<file path="src/rtl/div_unit.sv">
`default_nettype none
// ============================================================================
// Module   : div_unit
// Brief    : EX-stage multi-cycle restoring divider, signed or unsigned,
//            one quotient bit per cycle; stalls the pipeline while busy.
// Revision : 1.0
// ============================================================================
module div_unit #(
  parameter int WIDTH = 16,
  parameter int CNT_W = 5
) (
  input  logic             clk,
  input  logic             rst,
  input  logic             start,
  input  logic             annul,
  input  logic             signed_div,
  input  logic [WIDTH-1:0] dividend,
  input  logic [WIDTH-1:0] divisor,
  output logic [WIDTH-1:0] quotient,
  output logic [WIDTH-1:0] remainder,
  output logic             ready,
  output logic             stallreq
);

  localparam logic [1:0] c_idle   = 2'd0;
  localparam logic [1:0] c_byzero = 2'd1;
  localparam logic [1:0] c_on     = 2'd2;
  localparam logic [1:0] c_end    = 2'd3;

  localparam logic [CNT_W-1:0] c_last = CNT_W'(WIDTH - 1);

  logic [1:0]       r_state;
  logic [CNT_W-1:0] r_cnt;
  logic [WIDTH-1:0] r_dvd;   // dividend magnitude, becomes the quotient as bits shift in
  logic [WIDTH-1:0] r_dvs;
  logic [WIDTH-1:0] r_part;
  logic [WIDTH-1:0] r_raw;
  logic             r_neg_q;
  logic             r_neg_r;
  logic [WIDTH-1:0] r_quot;
  logic [WIDTH-1:0] r_rem;
  logic             r_ready;

  logic [WIDTH-1:0] w_dvd_mag;
  logic [WIDTH-1:0] w_dvs_mag;
  logic [WIDTH:0]   w_trial;
  logic [WIDTH:0]   w_diff;
  logic             w_qbit;
  logic [WIDTH-1:0] w_part_nxt;
  logic [WIDTH-1:0] w_dvd_nxt;
  logic [WIDTH-1:0] w_quot_fin;
  logic [WIDTH-1:0] w_rem_fin;
  logic             w_abort;

  assign w_dvd_mag = (signed_div & dividend[WIDTH-1]) ? -dividend : dividend;
  assign w_dvs_mag = (signed_div & divisor[WIDTH-1])  ? -divisor  : divisor;

  // Partial remainder stays below the divisor, so bit WIDTH of the difference is the borrow.
  assign w_trial    = {r_part, r_dvd[WIDTH-1]};
  assign w_diff     = w_trial - {1'b0, r_dvs};
  assign w_qbit     = ~w_diff[WIDTH];
  assign w_part_nxt = w_qbit ? w_diff[WIDTH-1:0] : w_trial[WIDTH-1:0];
  assign w_dvd_nxt  = {r_dvd[WIDTH-2:0], w_qbit};

  assign w_quot_fin = r_neg_q ? -w_dvd_nxt  : w_dvd_nxt;
  assign w_rem_fin  = r_neg_r ? -w_part_nxt : w_part_nxt;

  assign w_abort = annul | ~start;

  always_ff @(posedge clk) begin
    if (rst) begin
      r_state <= c_idle;
      r_cnt   <= '0;
      r_dvd   <= '0;
      r_dvs   <= '0;
      r_part  <= '0;
      r_raw   <= '0;
      r_neg_q <= 1'b0;
      r_neg_r <= 1'b0;
      r_quot  <= '0;
      r_rem   <= '0;
      r_ready <= 1'b0;
    end else begin
      case (r_state)
        c_idle: begin
          r_ready <= 1'b0;
          if (start && !annul) begin
            r_raw <= dividend;
            if (divisor == '0) begin
              r_state <= c_byzero;
            end else begin
              r_state <= c_on;
              r_dvd   <= w_dvd_mag;
              r_dvs   <= w_dvs_mag;
              r_neg_q <= signed_div & (dividend[WIDTH-1] ^ divisor[WIDTH-1]);
              r_neg_r <= signed_div & dividend[WIDTH-1];
              r_part  <= '0;
              r_cnt   <= '0;
            end
          end
        end
        c_byzero: begin
          if (w_abort) begin
            r_state <= c_idle;
          end else begin
            r_state <= c_end;
            r_ready <= 1'b1;
            r_quot  <= {WIDTH{1'b1}};
            r_rem   <= r_raw;
          end
        end
        c_on: begin
          // Annul wins even on the final iteration.
          if (w_abort) begin
            r_state <= c_idle;
            r_ready <= 1'b0;
          end else begin
            r_part <= w_part_nxt;
            r_dvd  <= w_dvd_nxt;
            r_cnt  <= r_cnt + 1'b1;
            if (r_cnt == c_last) begin
              r_quot  <= w_quot_fin;
              r_rem   <= w_rem_fin;
              r_ready <= 1'b1;
              r_state <= c_end;
            end
          end
        end
        c_end: begin
          if (w_abort) begin
            r_state <= c_idle;
            r_ready <= 1'b0;
          end
        end
        default: begin
          r_state <= c_idle;
          r_ready <= 1'b0;
        end
      endcase
    end
  end

  assign quotient  = r_quot;
  assign remainder = r_rem;
  assign ready     = r_ready;
  assign stallreq  = start & ~r_ready;

endmodule
`default_nettype wire

</file>
<file path="config.mk">
export PLATFORM = sky130hd
export DESIGN_NAME = div_unit
export DESIGN_NICKNAME = d
export VERILOG_FILES = /design/src/rtl/div_unit.sv
export SDC_FILE = /design/constraint.sdc
export NUM_CORES = 1
export LEC_CHECK = 0
export ABC_AREA = 1
export CAP_MARGIN = 20
export CORE_MARGIN = 2
export CORE_UTILIZATION = 50
export CTS_CLUSTER_DIAMETER = 200
export CTS_CLUSTER_SIZE = 24
export DETAILED_ROUTE_END_ITERATION = 12
export HOLD_SLACK_MARGIN = 0.15
export PLACE_DENSITY = 0.76
export SLEW_MARGIN = 20
export SYNTH_ARGS = -nofsm -noshare
export SYNTH_HDL_FRONTEND = slang
export SYNTH_SLANG_ARGS = --single-unit
</file>
<file path="constraint.sdc">
create_clock -name clk -period 3 [get_ports clk]
set_input_delay 0.75 -clock clk [delete_from_list [all_inputs] [get_ports clk]]
set_output_delay 0.75 -clock clk [all_outputs]
set_load 0.005 [all_outputs]
</file>
# Word-level counts from Yosys, hierarchy flattened

Index checks and enable logic that the tools add are counted.

Flip-flop bits (word level): 106
Output and inout port bits: 34

$add $sub $neg: 6
Bitwise logic cells: 10
Mux-type cells: 37
Reduce and logical (&&, ||, !) cells: 12
Equal/unequal tests: 11

Operator list:

| kind                                          | number |
|---|---|
| 2-to-1 mux 16 bit                             | 17 |
| one-hot mux 16 bit (2 select lines)           | 4 |
| negator 16 bit                                | 4 |
| subtractor 17 x 16 -> 17 bit                  | 1 |
| logical NOT 16 bit                            | 1 |
| 2-to-1 mux 5 bit                              | 3 |
| 2-to-1 mux 2 bit                              | 6 |
| inequality test 2 bit, second input constant  | 6 |
| one-hot mux 5 bit (2 select lines)            | 1 |
| AND reduction 3 bit                           | 3 |
| one-hot mux 2 bit (4 select lines)            | 1 |
| AND reduction 4 bit                           | 2 |
| adder 5 x 1 -> 5 bit, second input constant   | 1 |
| == test 5 x 4 -> 1 bit, second input constant | 1 |
| bitwise AND 1 bit                             | 4 |
| == test 2 bit, second input constant          | 2 |
| 2-to-1 mux 1 bit                              | 4 |
| inverter 1 bit                                | 4 |
| one-hot mux 1 bit (4 select lines)            | 1 |
| nonzero test 2 bit                            | 2 |
| inequality test 3 bit, second input constant  | 1 |
| == test 2 x 1 -> 1 bit, second input constant | 1 |
| logical NOT 2 bit                             | 1 |
| AND reduction 2 bit                           | 1 |
| 4 further kinds                               | 4 |

# Depth between registers and ports, before layout

Depth in word-level cells: 7
Gate-level depth with buffers: 25
Depth with buffers taken out: 25

# Least setup slack after synthesis

No wires, ideal clock.

Kind: reg2reg
Start point: register r_dvd[15]
End point: register r_quot[14] (netlist: quotient[14])
Slack: -0.209 ns
Clock period less this slack: 3.209 ns
Data arrival time: 3.075 ns
Stages on the path, launching flop included: 26
Setup time: 0.134 ns
Buffers on the path: 1
Data required time: 2.866 ns
Cells stage by stage: dfxtp_1 inv_1 ha_1 fa_1 inv_1 nand2_1 nand2_1 nand3_1 nand2_2 nand2_4 nand2_4 nand2_2 nand2_4 buf_6 ha_1 nand2_1 nor3_1 inv_1 nor3_1 a21oi_1 a21oi_1 inv_1 a21oi_1 nand3_1 o211ai_1 a21oi_1

Longest elaborated chain between the ends: 7

Ends and longest elaborated chain:

| item                                | line | RTL |
|---|---|---|
| from (decl)                         | 34   | `logic [WIDTH-1:0] r_dvd;` |
| from (signal assigned)              | 93   | `r_dvd <= w_dvd_mag;` |
| from (signal assigned)              | 119  | `r_dvd <= w_dvd_nxt;` |
| subtractor 17 x 16 -> 17 bit        | 60   | `assign w_diff = w_trial - {1'b0, r_dvs};` |
| inverter 1 bit                      | 61   | `assign w_qbit = ~w_diff[WIDTH];` |
| negator 16 bit                      | 65   | `assign w_quot_fin = r_neg_q ? -w_dvd_nxt : w_dvd_nxt;` |
| 2-to-1 mux 16 bit                   | 65   |  |
| 2-to-1 mux 16 bit                   | 121  | `if (r_cnt == c_last) begin` |
| 2-to-1 mux 16 bit                   | 114  | `if (w_abort) begin` |
| one-hot mux 16 bit (2 select lines) | 84   | `case (r_state)` |
| to (signal assigned)                | 108  | `r_quot <= {WIDTH{1'b1}};` |
| to (signal assigned)                | 122  | `r_quot <= w_quot_fin;` |
| to (decl)                           | 40   | `logic [WIDTH-1:0] r_quot;` |

No other way between the ends. The select of a mux whose other input is x is not followed.
A chain may end at the register's enable or synchronous reset.

# Worst setup path after layout

Same ends and word-level chain as after synthesis.

==> run metrics <==
Root Driver=clkbuf_16; CTS buffer count=9; first-pass GRT wire length=32300 µm; final hold vios=0; Area Growth Syn to Fin=30.1%; slowest CP cell=fa_2; pin count of the biggest net entering global routing=62; Final Slew Violations=0; Worst Path Required=3.22 ns; Avg Cell Area, Syn=6.41 µm²; std cell rows=43; post-layout util=0.662; layout cells sized above 1=0.171; Layout Skew=0.00987 ns; WS Path Type=flop to flop; crit share post-route=0.996; area share of the largest cell type after synthesis=0.303; Vert. Die Dim=122 µm; Setup crit end kind=flop; crit-path cells=inv_2, ha_4, fa_2, inv_2, nand2_2, nand2_2, nand3_2, nand2_2, nand2_4, nand2_4, nand2_4, nand2_8, ha_4, nand2_4, nor3_4, inv_2, nor3_4, a21oi_2, a21oi_2, inv_2, a21oi_2, nand3_1, o211ai_1, a21oi_1; worst hold path depth=2; DRT iter0 DRCs=583; final WL=19900 µm; CP arrival=3.20 ns; RePlAce Congestion=0.886; min cycle time layout=2.99 ns; cell count after synthesis=1094; DR WL/cell=14.1 µm; cts hold-fix bufs=0; Synth async-reset ratio=0; Overall Global Routing Usage=0.269; largest cells by area after synthesis=dfxtp_1 (30%), nand2_1 (16%), a21oi_1 (8.5%); Hold Crit Start=r_raw[4]; core area=13800 µm²; antenna cells=0; clock slew at reported path FFs=0.07 ns; Final ANT Viol Nets=0; Worst path top cell family by delay=simple AND/OR/NAND/NOR gates; Syn Nets=1158; Synth area leader=dfxtp_1; PD cells=948 nW/µm²; Syn Std Cell Area=7010 µm²; vias per inst=5.33; placed cell areas=8420 µm²; register bit count reported by yosys=106; Hold WS=0.456 ns; Worst-Margin Slew=0.690 ns; Distinct cells, synth=46; CTS tree=done; status=finished, final reports clean; fin nets=1296; number of global-route vias before repair=6841; Detail Placement HPWL=14500 µm; H-tree levels=3; worst skew pair latency=0.36 ns; worst r2r src=r_dvd[15]; reg-to-reg slack, setup=0.01 ns; RSZ-0062 raised after global routing=yes; input/output buffers=70; CP startpoint kind=flop; residual DRC count=0; sequential area share after synthesis=0.303; ys flop type=dfxtp_1; Hold Crit Endpoint=r_raw[4]; fin area=9120 µm²; slew margin rel.=0.540; Die Wd=122 µm; number of synthesized flops with an enable pin=0; Commonest cells post-synth=nand2_1 (292), inv_1 (145), a21oi_1 (119); router iterations before antenna repair=5; clock tree sinks=106; MaxCap Viol Count=0; Die ar.=15000 µm²; Critical Path Source=r_dvd[15]; peak supply drop=694 µV; initial core utilization=0.509; DR vias=7555; slowest stage delay, CP=0.37 ns; clock buffer depth=2; Min-Delay Path Class=flop to flop; LEAKAGE=4.07 nW; IO Count=71; count leader, synth=nand2_1; total gr overflow=0; Worst R2R End=quotient[14]; yosys warns=0; final setup violation count=0; initial antenna violation count=0; Fmax=335 MHz; WP buf/inv=4; R2R depth=24; critical-path maximum fanout=3
## power by group
group,leakage [nW],switching [W],internal [W],total (W)
combinational,3.06,0.00328,0.00235,0.00563
sequential,0.863,0.000174,0.00164,0.00182
clock,0.149,0.000537,0.000660,0.00120
total,4.07,0.00399,0.00465,0.00864
## kinds of logic after synthesis
logic type	Yosys count	share of synthesized area
AND/OR/NAND/NOR	499	0.315
flip-flops	106	0.303
adder cells (fa/ha/maj)	27	0.0493
AO/OA/AOI/OAI	238	0.188
XOR/XNOR	30	0.0375
buffers and inverters	194	0.107
## through the flow
stage / std cells / worst slack [ns] / TNS, ns / total power [W]
finish: 1417 / 0.0126 / 0 / 0.00864
global route: 1417 / -0.191 / -3.00 / 0.00941
CTS: 1405 / 0.00524 / 0 / 0.00783
detailed placement: 1384 / -0.232 / -5.05 / 0.00655
global placement: 1384 / -0.184 / -2.49 / 0.00646
floorplan: 1094 / -0.00549 / -0.00549 / 0.00514
## sequential cells by signal, indices dropped and copies added (netlist names)
signal,count
r_neg_q,1
ready,1
r_dvd,16
r_state,2
r_part,16
r_neg_r,1
r_cnt,5
r_dvs,16
remainder,16
quotient,16
r_raw,16
## cells in the final DEF, fill, tap and decap left out, drive strengths merged, types with 2 or more instances in the layout
cell type | synthesis | layout
nand2 | 318 | 318
a211oi | 2 | 2
nor3 | 17 | 17
nor2 | 70 | 70
clkinv | 4 | 4
o31ai | 3 | 3
a31oi | 14 | 14
nand3 | 71 | 71
xor2 | 21 | 21
o21ai | 73 | 73
o21bai | 2 | 2
buf | 9 | 98
a21oi | 126 | 126
xnor2 | 9 | 9
a221oi | 2 | 2
clkdlybuf4s50 | 0 | 69
ha | 26 | 26
dfxtp | 106 | 106
a22oi | 3 | 3
inv | 149 | 150
clkbuf | 32 | 15
or2 | 8 | 8
nand4 | 6 | 6
nand3b | 2 | 2
o211ai | 9 | 9
o221ai | 2 | 2
nor3b | 4 | 4
## repair_timing
action / 4_1_cts / 5_1_grt
endpoints found under the hold margin: 0 / 0
setup endpoints to repair: 11 / 52
gates resized for setup: 3 / 51
gates cloned: 0 / 1
pin swaps: 5 / 27
buffers inserted: 5 / 11
## metal layers
metal / up-vias / wire, µm / global-route usage
met1: 3497 / 9220 / 0.371
met3: 30 / 942 / 0.0400
li1: 3821 / - / -
met5: - / 0 / 0
met2: 207 / 9370 / 0.436
met4: 0 / 385 / 0.0776
## worst reg2reg max path, delay by kind of cell (launching register included)
family	cells	cell delay, ns
flops	1	0.33
simple gates	12	1.03
buf+inv	4	0.24
compound gates	5	0.57
fa+ha+maj	3	0.67
## final cells by class
| cell class | count | area [µm²] |
|---|---|---|
| clock inverters | 2 | 17.5 |
| repair buffers | 168 | 1480 |
| well taps | 180 | 225 |
| clock buffers | 14 | 284 |
| fillers | 1237 | 4650 |
| flip-flops and latches | 106 | 2120 |
| inverters | 153 | 578 |
| multi-input cells | 794 | 4410 |
## worst max path at each step
stage | cells after the start | slack [ns] | end
6_report | 24 | 0.01 | quotient[14]
5_1_grt | 24 | -0.19 | remainder[11]
4_1_cts | 24 | 0.005 | quotient[14]
3_5_place_dp | 15 | -0.23 | r_dvd[1]
3_3_place_gp | 15 | -0.18 | r_dvd[1]
2_1_floorplan | 25 | -0.005 | quotient[14]
(Power assumes the default switching activity.)
